<file path="src/rtl/ibex_rf_wport_ctrl.sv">
// Register-file write-port controller: zeroes x1..xN after reset, then
// round-robin arbitrates two writeback requesters onto one registered write port.
module ibex_rf_wport_ctrl #(
   parameter bit          RV32E        = 1'b0,
   parameter int unsigned DataWidth    = 32,
   parameter bit          ClearOnReset = 1'b1
) (
   input  logic                 clk_i,
   input  logic                 rst_ni,
   input  logic                 req0_valid_i,
   output logic                 req0_ready_o,
   input  logic [4:0]           req0_addr_i,
   input  logic [DataWidth-1:0] req0_data_i,
   input  logic                 req1_valid_i,
   output logic                 req1_ready_o,
   input  logic [4:0]           req1_addr_i,
   input  logic [DataWidth-1:0] req1_data_i,
   output logic                 rf_we_o,
   output logic [4:0]           rf_waddr_o,
   output logic [DataWidth-1:0] rf_wdata_o,
   output logic                 init_done_o,
   output logic                 illegal_addr_o
);

   localparam int unsigned NumWords = RV32E ? 16 : 32;
   localparam logic [4:0]  LastAddr = 5'(NumWords - 1);

   localparam logic [0:0] StClear = 1'b0;
   localparam logic [0:0] StRun   = 1'b1;

   logic [0:0]           state_q;
   logic [4:0]           cnt_q;
   logic                 last_grant_q;
   logic                 run;
   logic                 accept;
   logic [4:0]           sel_addr;
   logic [DataWidth-1:0] sel_data;
   logic                 addr_oob;

   assign run         = (state_q == StRun);
   assign init_done_o = run;

   // Under contention the requester that did not win last time is granted.
   always_comb begin
      req0_ready_o = run & req0_valid_i & (~req1_valid_i | last_grant_q);
      req1_ready_o = run & req1_valid_i & (~req0_valid_i | ~last_grant_q);
      accept       = req0_ready_o | req1_ready_o;
      sel_addr     = req1_ready_o ? req1_addr_i : req0_addr_i;
      sel_data     = req1_ready_o ? req1_data_i : req0_data_i;
      addr_oob     = RV32E && sel_addr[4];
   end

   always_ff @(posedge clk_i or negedge rst_ni) begin
      if (!rst_ni) begin
         state_q        <= ClearOnReset ? StClear : StRun;
         cnt_q          <= 5'd1;
         last_grant_q   <= 1'b1;
         rf_we_o        <= 1'b0;
         rf_waddr_o     <= '0;
         rf_wdata_o     <= '0;
         illegal_addr_o <= 1'b0;
      end else if (state_q == StClear) begin
         // Sweep starts at x1; x0 is hardwired zero and never written.
         rf_we_o        <= 1'b1;
         rf_waddr_o     <= cnt_q;
         rf_wdata_o     <= '0;
         illegal_addr_o <= 1'b0;
         cnt_q          <= cnt_q + 5'd1;
         if (cnt_q == LastAddr) begin
            state_q <= StRun;
         end
      end else if (accept) begin
         rf_we_o        <= (sel_addr != 5'd0) && !addr_oob;
         rf_waddr_o     <= sel_addr;
         rf_wdata_o     <= sel_data;
         illegal_addr_o <= addr_oob;
         last_grant_q   <= req1_ready_o;
      end else begin
         rf_we_o        <= 1'b0;
         illegal_addr_o <= 1'b0;
      end
   end

endmodule

</file>
<file path="config.mk">
export PLATFORM = sky130hd
export DESIGN_NAME = ibex_rf_wport_ctrl
export DESIGN_NICKNAME = d
export VERILOG_FILES = /design/src/rtl/ibex_rf_wport_ctrl.sv
export SDC_FILE = /design/constraint.sdc
export NUM_CORES = 1
export LEC_CHECK = 0
export BUFFER_PORTS_ARGS = -buffer_cell sky130_fd_sc_hd__clkbuf_2
export CORE_MARGIN = 2
export CORE_UTILIZATION = 51
export CTS_BUF_LIST = sky130_fd_sc_hd__clkbuf_2
export DETAILED_ROUTE_END_ITERATION = 12
export PLACE_DENSITY = 0.87
export SETUP_SLACK_MARGIN = 0.05
export SLEW_MARGIN = 0
export SYNTH_ARGS = -nofsm -noshare
export SYNTH_HDL_FRONTEND = slang
export SYNTH_SLANG_ARGS = --single-unit
</file>
<file path="constraint.sdc">
create_clock -name clk_i -period 2.7 [get_ports clk_i]
set_clock_uncertainty 0.15 [all_clocks]
set_input_delay 0.135 -clock clk_i [delete_from_list [all_inputs] [get_ports clk_i]]
set_output_delay 0.135 -clock clk_i [all_outputs]
set_load 0.005 [all_outputs]
</file>
# == Word level (Yosys, flattened, before mapping) ==
# Cells that the tools add are included.
# totals
ff_bits,45
input_bits,78
# classes
muxes,10
n_bitwise,10
eq_ne,2
n_reduce_logical,2
n_addsub,1
# ops
operator,n
$mux 32,3
$mux 5,3
$add 5x1->5 const B,1
$eq 5x5->1 const B,1
$reduce_bool 5->1,1
$and 1x1->1,4
$mux 1,4
$not 1->1,3
$or 1x1->1,3
$ne 2x1->1 const B,1
$reduce_and 2->1,1

# == Depth between registers and ports, before layout ==
# Gate-level depths: netlist of run 1.
# logic_depth
ltp_word,7
mapped_depth,5

# == Worst setup path after synthesis of run 1 ==
# OpenSTA, ideal clock, no wires.
# synth_timing
path_kind,register to register
startpoint,"register state_q, in the netlist init_done_o"
endpoint,register rf_wdata_o[0]
setup_ns,0.151
n_path_buf,3
stages_incl_launch_ff,6
setup_slack_ns,1.129
t_arrival_ns,1.270
path_cell_list,dfrtp_1 buf_2 inv_1 buf_2 clkbuf_1 a311oi_2
# synth_between
elab_chain_len,5
# synth_rtl
item,line,text
"start, declared",31,logic [0:0] state_q;
"start signal, assigned",55,state_q <= ClearOnReset ? StClear : StRun;
"start signal, assigned",70,state_q <= StRun;
$and 1x1->1 (2 in series),46,req1_ready_o = run & req1_valid_i & (~req0_valid_i | ~last_grant_q);
$mux 32,49,sel_data = req1_ready_o ? req1_data_i : req0_data_i;
$mux 32,72,end else if (accept) begin
$mux 32,62,end else if (state_q == StClear) begin
"end signal, assigned",75,rf_wdata_o <= sel_data;
"end, declared",20,"output logic [DataWidth-1:0] rf_wdata_o,"
# Several ways; a longest one is shown, not always the timed one. The select of a mux whose other input is x is not followed.
# A chain may end at the register's enable or synchronous reset.

# == Final worst setup path of run 1 ==
# layout_timing
startpoint,input req0_valid_i
endpoint,register rf_waddr_o[2]
# layout_between
elab_chain_len,6
# layout_rtl
item,line,text
"start, declared",10,"input logic req0_valid_i,"
$not 1->1,46,
$or 1x1->1,46,
$and 1x1->1,46,
$mux 5,48,sel_addr = req1_ready_o ? req1_addr_i : req0_addr_i;
$mux 5,72,
$mux 5,62,
"end signal, assigned",65,rf_waddr_o <= cnt_q;
"end signal, assigned",74,rf_waddr_o <= sel_addr;
"end, declared",19,"output logic [4:0] rf_waddr_o,"
# Several ways; a longest one is shown, not always the timed one. The select of a mux whose other input is x is not followed.

==> impl_metrics.csv, run 1 <==
group,metric,value,unit
floorplan,die_area,5380,µm²
cells_and_area,antenna_cells,0,
cts,h-tree-depth,2,
outcome,status,"finished clean",
logic_synthesis,async_flop_share,100,%
setup_path,cp_slowest_stage_delay,570,ps
logic_synthesis,synth_compound_area_share,23.3,%
setup_path,reg2reg_to,"rf_wdata_o[15]",
logic_synthesis,ys.flop_type,"dfrtp_1",
timing,min_period,2530,ps
logic_synthesis,synth.area.mux_share,0.918,%
routing,drc,0,
routing,wire_per_inst,17.3,µm
setup_path,worstPathArrival,2690,ps
min_path,holdCritStartpoint,"req1_addr_i[4]",
floorplan,rows,25,
setup_path,regToRegStartpoint,"init_done_o",
global_route,antenna_found_initial,0,
timing,rsz0062_at_grt,"false",
cts,clk_latency,410,ps
routing,dr.pass1.iters,5,
global_route,grt_overflow,0,
place,preCtsSetupSlack,753,ps
logic_synthesis,synth-seq-cells,45,
setup_path,path_delay_family,"buffers and inverters",
logic_synthesis,synth-simple-area-share,20.5,%
setup_path,r2r_cells,4,
floorplan,die_w,73.4,µm
setup_path,r2r_slack,310,ps
setup_path,cp-start-kind,"primary input",
timing,worstMarginPinSlew,1110,ps
cells_and_area,drive_gt1_share,36.7,%
setup_path,worst_setup_path_end_kind,"register",
setup_path,crit_buf_inv,4,
logic_synthesis,synth_nets,332,
job,cap_violations,0,
global_route,grt_pass1_wl,13.1,mm
routing,wl_met3,645,µm
logic_synthesis,synth_top_family_by_area,"compound AO/OA/AOI/OAI gates",
cells_and_area,fillers,271,
logic_synthesis,netlist_area,2450,µm²
floorplan,initial_utilization,52.3,%
floorplan,coreArea,4690,µm²
logic_synthesis,synth-warning-count,0,
routing,drtIter0Drc,280,
min_path,holdPathEnd,"rf_waddr_o[4]",
cts,cts_buffer_depth,2,
global_route,grt_pass1_vias,2800,
routing,via_count,2836,
timing,drv_slew,0,
timing,final_hold_viol_count,0,
logic_synthesis,synth_xor_area_share,1.07,%
place,io_buffers,118,
power_and_ir_drop,powerDensity,420,nW/µm²
timing,timing.setup.tns,0,ps
cts,post_cts_buffers,0,
cells_and_area,finalNetCount,512,
timing,post-route-period-util,93.8,%
setup_path,crit_path_frequent_cell,"dlygate4sd3_1",
logic_synthesis,syn_inst,252,
setup_path,critPathKind,"in2reg",
logic_synthesis,yosysSeqAreaShare,46.0,%
power_and_ir_drop,max-vdd-ir-drop,0.253,mV
cts,cts-root-buf,"clkbuf_2",
floorplan,die_h,73.4,µm
logic_synthesis,synthDistinctLibCells,32,
setup_path,critPathSlowestCell,"dlygate4sd3_1",
cts,cts_tree,"yes",
min_path,min_path_type,"in2reg",
timing,hold_ws,22.3,ps
power_and_ir_drop,leakage,1.83,nW
routing,wl_met1,3.34,mm
cells_and_area,area_delta_synth_final,55.1,%
routing,drt-total-wl,8.43,mm
global_route,grt_max_degree,46,
routing,ant_nets,0,
place,hpwl,4.33,mm
cts,clk_pin_slew,190,ps
logic_synthesis,synth_edf_count,0,
timing,setup_ws,167,ps
setup_path,required,2850,ps
cts,cts_made_buffers,5,
setup_path,cp_cell_sequence,"dlygate4sd3_1, clkbuf_2, or2_2, buf_12, o21ai_0, a31oi_1, dlygate4sd3_1, a21o_1",
routing,avgViaCountPerCell,5.82,
setup_path,cp_max_fo,38,
routing,route.top_layer_used,"met4",
logic_synthesis,synthAdderAreaFrac,1.02,%
cts,cts_sinks,45,
timing,setup-violations-final,0,
routing,wl_met2,4.26,mm
timing,max_freq,0.395,GHz
floorplan,ios,120,
cells_and_area,stdcell_area,3800,µm²
timing,slew_headroom,26.2,%
min_path,holdPathStages,4,
global_route,track_usage,31.6,%
place,gp_congestion,0.815,
logic_synthesis,avgSynthCellArea,9.74,µm²
place,place_area,3000,µm²
-- placed cells by master (no fill, tap or decap), types with 2 or more instances in the layout --
cell,instances
a211oi_1,4
a21oi_1,2
a31oi_1,2
a311oi_2,20
nor2_1,33
clkinv_1,2
mux2_2,2
inv_1,2
buf_4,4
or2_2,2
ha_1,2
nand2_1,36
xnor2_1,3
nand3_1,33
o21ai_0,7
a311oi_1,12
dlygate4sd3_1,76
dfrtp_1,43
or3_1,2
clkbuf_2,125
nor3_1,2
o2bb2ai_1,4
and3_1,5
dfstp_2,2
-- sequential cells by signal, indices dropped and copies added, names as in the netlist --
name,flops
init_done_o,1
last_grant_q,1
rf_wdata_o,32
cnt_q,5
rf_waddr_o,5
rf_we_o,1
-- metrics by stage --
stage	total power, mW	instances	utilization, %
floorplan	0.997	252	-
global placement	1.15	403	63.9
detailed placement	1.16	403	63.9
CTS	1.57	486	80.8
global route	1.68	487	81.1
finish	1.60	487	81.1
-- worst min-delay path: cells and delay by family --
family          cells  cell delay, ps
compound gates      2             170
simple gates        1             140
buf+inv             1              90
-- routing by layer --
| layer | track usage (%) | vias up |
|---|---|---|
| li1 | - | 1267 |
| met1 | 39.9 | 1367 |
| met2 | 54.6 | 176 |
| met3 | 7.41 | 26 |
| met4 | 8.28 | 0 |
| met5 | 0 | - |
-- synthesized netlist by cell type (all sizes together), types with 2 or more instances --
| cell | number | area [µm²] |
|---|---|---|
| ha | 2 | 25.0 |
| a211oi | 4 | 30.0 |
| nor3 | 2 | 10.0 |
| inv | 3 | 11.3 |
| a311oi | 32 | 405 |
| clkbuf | 5 | 18.8 |
| a21oi | 2 | 10.0 |
| mux2 | 2 | 22.5 |
| nor2 | 33 | 124 |
| or3 | 2 | 12.5 |
| a31oi | 2 | 12.5 |
| dfstp | 2 | 52.6 |
| and3 | 5 | 31.3 |
| dfrtp | 43 | 1080 |
| buf | 21 | 143 |
| xnor2 | 3 | 26.3 |
| or2 | 2 | 12.5 |
| nand3 | 33 | 165 |
| o21ai | 7 | 35.0 |
| o2bb2ai | 4 | 35.0 |
| nand2 | 37 | 141 |
-- area by class of cell --
type,count,area (µm²),share of cell area [%]
repair buffers,199,1400,36.8
clock inverters,1,3.75,0.0987
flip-flops and latches,45,1130,29.7
inverters,3,11.3,0.296
well taps,54,67.6,1.78
clock buffers,7,35.0,0.921
multi-input cells,178,1160,30.4
-- cell families after synthesis --
kind of cell | count (synthesis)
AND/OR/NAND/NOR | 115
AO/OA/AOI/OAI | 55
flip-flops | 45
buffers and inverters | 29
XOR/XNOR | 3
adder cells (fa/ha/maj) | 2
multiplexers | 2
other | 1
-- what timing repair did --
| item | in CTS | in global routing |
|---|---|---|
| hold buffers | 75 | 1 |
| endpoints found under the setup margin | 0 | 14 |
| resized for setup | 0 | 1 |
| hold endpoints to repair | 81 | 1 |
-- where the power goes --
group          switching, mW  internal, mW  total (mW)  leakage (nW)
clock network          0.209        0.0693       0.279        0.0306
logic                  0.225         0.299       0.524          1.27
registers             0.0492         0.747       0.796         0.525
total                  0.484          1.11        1.60          1.83
-- worst max-delay path by stage --
stage	from	slack, ps	cells after the start	endpoint
2_1_floorplan	init_done_o	1130	5	rf_wdata_o[0]
3_3_place_gp	init_done_o	820	4	rf_waddr_o[3]
3_5_place_dp	init_done_o	750	4	rf_waddr_o[3]
4_1_cts	init_done_o	200	5	rf_wdata_o[22]
5_1_grt	req0_valid_i	140	7	rf_wdata_o[25]
6_report	req0_valid_i	170	8	rf_waddr_o[2]
Power figures use the tool's default switching activity.
==> run 2, diff against run 1 <==
- ABC_AREA: unset -> 1
- PLACE_DENSITY: 0.87 -> 0.88
==> run 2 against run 1 <==
Net effect: total power decreased by 1.6%; routed wire length decreased by 7.7%; cell count increased by 3.9%; final area decreased by 1.7%; die area decreased by 2.6%.
==> impl_metrics.csv, run 2 <==
group,metric,value,unit
logic_synthesis,netlist_area,2390,µm²
power_and_ir_drop,powerDensity,421,nW/µm²
cts,clk_latency,430,ps
cells_and_area,drive_gt1_share,41.1,%
logic_synthesis,synth_top_area_cell,"dfrtp_1",
global_route,grt_max_degree,39,
cts,h-tree-depth,2,
global_route,grt_pass1_vias,2756,
routing,drtIter0Drc,136,
min_path,min_path_type,"in2reg",
cts,cts_tree,"yes",
power_and_ir_drop,max-vdd-ir-drop,0.236,mV
routing,drt-total-wl,7.78,mm
floorplan,die_h,72.4,µm
setup_path,cp_slowest_stage_delay,590,ps
logic_synthesis,synth_commonest_cells,"nand2_1 (49), dfrtp_1 (43), nor2_1 (41)",
cts,cts_buffer_depth,2,
setup_path,reg2reg_to,"rf_wdata_o[10]",
cells_and_area,finalNetCount,532,
floorplan,rows,24,
cts,post_cts_buffers,0,
logic_synthesis,synth-warning-count,0,
cts,cts_made_buffers,5,
job,cap_violations,0,
global_route,antenna_found_initial,1,
floorplan,die_w,72.4,µm
timing,final_hold_viol_count,0,
logic_synthesis,synthDistinctLibCells,29,
cts,cts-root-buf,"clkbuf_2",
routing,avgViaCountPerCell,5.29,
setup_path,cp-start-kind,"register",
setup_path,worst_setup_path_end_kind,"register",
timing,timing.setup.tns,0,ps
timing,worstMarginPinSlew,845,ps
setup_path,r2r_slack,140,ps
setup_path,required,2890,ps
routing,drc,0,
place,io_buffers,118,
power_and_ir_drop,fin_total_pwr,1.57,mW
timing,min_period,2560,ps
logic_synthesis,async_flop_share,100,%
setup_path,critPathKind,"reg2reg",
cells_and_area,area_delta_synth_final,56.6,%
floorplan,ios,120,
logic_synthesis,ys.flop_type,"dfrtp_1",
min_path,holdPathEnd,"rf_we_o",
cells_and_area,reg_top3,"rf_wdata_o (32), cnt_q (5), rf_waddr_o (5)",
setup_path,cp_max_fo,37,
cts,cts_sinks,45,
cells_and_area,layout_commonest_cell,"clkbuf_2",
floorplan,die_area,5240,µm²
timing,slew_headroom,43.7,%
global_route,grt_overflow,0,
place,hpwl,4.06,mm
logic_synthesis,synth_edf_count,0,
floorplan,coreArea,4440,µm²
cells_and_area,fillers,270,
logic_synthesis,yosysSeqAreaShare,47.3,%
setup_path,r2r_cells,5,
power_and_ir_drop,leakage,1.86,nW
setup_path,regToRegStartpoint,"init_done_o",
routing,dr.pass1.iters,4,
cells_and_area,layout_common_cells,"clkbuf_2 (123), dlygate4sd3_1 (77), nand2_1 (49)",
routing,via_count,2676,
logic_synthesis,yosysMostFrequentCell,"nand2_1",
setup_path,critPathSlowestCell,"dlygate4sd3_1",
setup_path,worstPathArrival,2750,ps
logic_synthesis,synth-seq-cells,45,
cts,clk_pin_slew,230,ps
cells_and_area,largest_reg_flops,32,
logic_synthesis,avgSynthCellArea,9.11,µm²
global_route,grt_pass1_wl,12.4,mm
logic_synthesis,synth_nets,342,
timing,post-route-period-util,94.6,%
cells_and_area,top_register,"rf_wdata_o",
logic_synthesis,yosys-top-cells-area,"dfrtp_1 (45%), o21ai_2 (14%), nand2_1 (7.7%)",
floorplan,initial_utilization,53.7,%
routing,ant_nets,0,
timing,rsz0062_at_grt,"false",
timing,max_freq,0.391,GHz
routing,wire_per_inst,15.4,µm
logic_synthesis,synth.top_cell.area_share,45.1,%
outcome,status,"finished clean",
logic_synthesis,syn_inst,262,
timing,drv_slew,0,
min_path,holdPathStages,7,
min_path,holdCritStartpoint,"req1_addr_i[0]",
global_route,track_usage,30.5,%
setup_path,cp_cell_sequence,"o21ai_2, clkinv_2, o21ai_0, o21ai_1, dlygate4sd3_1",
timing,setup-violations-final,0,
place,gp_congestion,0.770,
## run 2: changes by cell type after synthesis, sizes merged, moves of 3 or more
cell     before  now
a211oi        4    1
inv           3   10
o21ai         7   68
clkbuf        5    1
nor2         33   41
buf          21   14
a311oi       32    0
o2bb2ai       4    0
nand3        33    6
and3          5    0
nand2        37   62
## run 2: cells by family after synthesis
| family | Yosys count | share of synthesized area [%] |
|---|---|---|
| other | 1 | 0.157 |
| buffers and inverters | 27 | 8.02 |
| flip-flops | 45 | 47.3 |
| AND/OR/NAND/NOR | 110 | 20.1 |
| adder cells (fa/ha/maj) | 2 | 1.05 |
| AO/OA/AOI/OAI | 75 | 22.6 |
| XOR/XNOR | 2 | 0.734 |
## run 2: repair_timing
action                                  4_1_cts  5_1_grt
endpoints found under the hold margin        68        1
endpoints found under the setup margin        0        4
hold buffers                                 76        1
gates resized for setup                       0        1
## run 2: worst max path at each step
stage | from | to | slack [ps] | cells after the start
6_report | init_done_o | rf_wdata_o[10] | 140 | 5
5_1_grt | init_done_o | rf_wdata_o[10] | 50 | 6
4_1_cts | init_done_o | rf_wdata_o[8] | 210 | 5
3_5_place_dp | init_done_o | rf_wdata_o[8] | 740 | 4
3_3_place_gp | init_done_o | rf_wdata_o[19] | 900 | 5
2_1_floorplan | cnt_q[0] | cnt_q[4] | 1300 | 6
## run 2: layout make-up
type	count	area, µm²	share of cell area [%]
diodes	1	2.50	0.0669
clock buffers	5	25.0	0.669
clock inverters	3	12.5	0.335
inverters	12	53.8	1.44
multi-input cells	190	1070	28.5
flip-flops and latches	45	1130	30.2
well taps	52	65.1	1.74
repair buffers	198	1380	37.0
## run 2: power by group
part / total [mW] / switching, mW / internal [mW]
combinational: 0.505 / 0.232 / 0.272
sequential: 0.786 / 0.0432 / 0.743
clock: 0.283 / 0.226 / 0.0567
total: 1.57 / 0.501 / 1.07
## run 2: per-stage QoR
| stage | utilization [%] | area [µm²] | cells | hold slack, ps | worst slack, ps |
|---|---|---|---|---|---|
| 4_1_cts | 83.8 | 3720 | 504 | 3.68 | 205 |
| 3_3_place_gp | 65.9 | 2930 | 420 | 127 | 896 |
| 2_1_floorplan | - | 2390 | 262 | -311 | 1300 |
| 6_report | 84.1 | 3740 | 506 | 27.1 | 145 |
| 3_5_place_dp | 65.9 | 2930 | 420 | 128 | 739 |
| 5_1_grt | 84.1 | 3740 | 506 | 51.9 | 53.6 |
## run 2: worst max-delay path: cells and delay by family, from the launching register on
family                 cells  cell delay (ps)
buffers and inverters      2             1140
AOI/OAI and AO/OA          3              630
DFF                        1              550
## run 2: metal layers
layer | vias up | track usage [%] | share of wire [%]
met4 | 0 | 16.0 | 4.5
met5 | - | 0 | 0
met1 | 1253 | 34.5 | 38
met3 | 40 | 6.53 | 6.6
met2 | 151 | 53.8 | 51
li1 | 1232 | - | -
==> run 3, diff against run 2 <==
- PLACE_DENSITY: 0.88 -> unset
- PLACE_DENSITY_LB_ADDON: unset -> 0.08
==> run 3 against run 2 <==
Net effect: cell count is 0.20% lower; register-to-register slack improved by 80 ps; final area about the same; clock power increased by 3%; combinational power about the same; via count is 0.67% lower; largest cell class unchanged; sequential power hardly changed; highest routed layer unchanged; die area unchanged.
==> impl_metrics.csv, run 3 (same netlist as run 2, synthesis figures left out) <==
group,metric,value,unit
power_and_ir_drop,powerDensity,423,nW/µm²
cts,post_cts_buffers,0,
job,cap_violations,0,
power_and_ir_drop,fin_total_pwr,1.58,mW
timing,setup-violations-final,0,
place,hpwl,4.14,mm
routing,wl_met3,592,µm
cts,cts_buffer_depth,2,
power_and_ir_drop,max-vdd-ir-drop,0.283,mV
cts,cts_sinks,45,
power_and_ir_drop,sequentialPowerShare,49.6,%
global_route,grt_pass1_wl,12.6,mm
cells_and_area,layout_commonest_cell,"clkbuf_2",
power_and_ir_drop,switching_share,31.1,%
cells_and_area,stdcell_area,3740,µm²
global_route,grt_overflow,0,
cts,cts_tree,"yes",
floorplan,rows,24,
routing,avgViaCountPerCell,5.26,
timing,max_freq,0.403,GHz
routing,drc,0,
cells_and_area,final-instance-count-excl-fill,505,
cts,cts_hold_buffers,77,
place,placedCellCount,420,
cells_and_area,finish.utilization,84.1,%
place,io_buffers,118,
cells_and_area,area_delta_synth_final,56.6,%
timing,worstMarginPinSlew,572,ps
setup_path,cp_max_fo,29,
power_and_ir_drop,p_sw,0.491,mW
global_route,grt_pass1_vias,2709,
cts,cts_resized,0,
cells_and_area,layout_common_cells,"clkbuf_2 (126), dlygate4sd3_1 (77), nand2_1 (49)",
outcome,status,"finished clean",
cells_and_area,largest_reg_flops,32,
power_and_ir_drop,combPwrFrac,31.9,%
timing,drv_slew,0,
routing,drt-total-wl,7.82,mm
setup_path,required,2910,ps
routing,dr.pass1.iters,5,
cells_and_area,fillers,270,
routing,ant_nets,0,
floorplan,initial_utilization,53.7,%
timing,rsz0062_at_grt,"false",
global_route,grt_max_degree,39,
place,gp_congestion,0.799,
global_route,track_usage,31.1,%
floorplan,coreArea,4440,µm²
place,place_area,2930,µm²
cells_and_area,finalNetCount,532,
cells_and_area,top_register,"rf_wdata_o",
routing,wl_met1,3.02,mm
floorplan,die_w,72.4,µm
routing,via_count,2658,
cts,h-tree-depth,2,
timing,setup_ws,221,ps
setup_path,cp-start-kind,"register",
timing,min_period,2480,ps
timing,final_hold_viol_count,0,
min_path,min_path_type,"in2reg",
timing,timing.setup.tns,0,ps
power_and_ir_drop,leakage,1.86,nW
cts,clk_latency,400,ps
routing,wire_per_inst,15.5,µm
timing,slew_headroom,61.8,%
routing,route.top_layer_used,"met4",
cells_and_area,reg_top3,"rf_wdata_o (32), cnt_q (5), rf_waddr_o (5)",
floorplan,ios,120,
cts,clk_pin_slew,220,ps
timing,hold_ws,27.9,ps
power_and_ir_drop,clkPwrFrac,18.5,%
place,preCtsSetupSlack,865,ps
floorplan,die_h,72.4,µm
routing,drtIter0Drc,238,
setup_path,worstPathArrival,2690,ps
timing,post-route-period-util,91.8,%
cts,cts_made_buffers,5,
cells_and_area,antenna_cells,0,
floorplan,die_area,5240,µm²
cells_and_area,drive_gt1_share,41.5,%
global_route,antenna_found_initial,0,
cts,cts-root-buf,"clkbuf_2",
setup_path,critPathKind,"reg2reg",
setup_path,worst_setup_path_end_kind,"register",
routing,wl_met2,4.02,mm
power_and_ir_drop,p_int,1.09,mW
run 3: layout make-up:
type / count / area, µm² / area share (%)
Clock buffer: 8 / 40.0 / 1.07
Inverter: 12 / 52.6 / 1.41
Multi-Input combinational cell: 190 / 1070 / 28.6
Sequential cell: 45 / 1130 / 30.2
Tap cell: 52 / 65.1 / 1.74
Timing Repair Buffer: 198 / 1380 / 37.0
run 3: critical path, stage by stage, from the launching register on:
cell and delay (ps):
dfrtp_1 600, o21ai_2 140, inv_2 440, buf_4 310, o21ai_2 80, o21ai_2 130, dlygate4sd3_1 590
run 3: final timing paths:
kind	start	endpoint	slack, ps	cells past startpoint
setup / recovery	init_done_o	rf_wdata_o[24]	220	6
hold / removal	req1_addr_i[4]	rf_we_o	30	7
setup reg to reg	init_done_o	rf_wdata_o[24]	220	6
hold reg to reg	rf_waddr_o[2]	rf_waddr_o[2]	370	2
max in group asynchronous	rst_ni	rf_wdata_o[27]	840	4
min in group asynchronous	rst_ni	rf_wdata_o[14]	460	3
run 3: power groups by stage:
stage / logic, mW / clock network, mW / registers (mW)
3_3_place_gp: 0.345 / 0 / 0.791
4_1_cts: 0.484 / 0.300 / 0.780
6_report: 0.505 / 0.292 / 0.785
5_1_grt: 0.551 / 0.319 / 0.791
2_1_floorplan: 0.186 / 0 / 0.797
3_5_place_dp: 0.349 / 0 / 0.792
run 3: per-layer routing:
metal  vias to the layer above  GRT usage, %
li1                       1230             -
met1                      1252          36.3
met2                       153          56.3
met3                        23          6.94
met4                         0          10.5
met5                         -             0
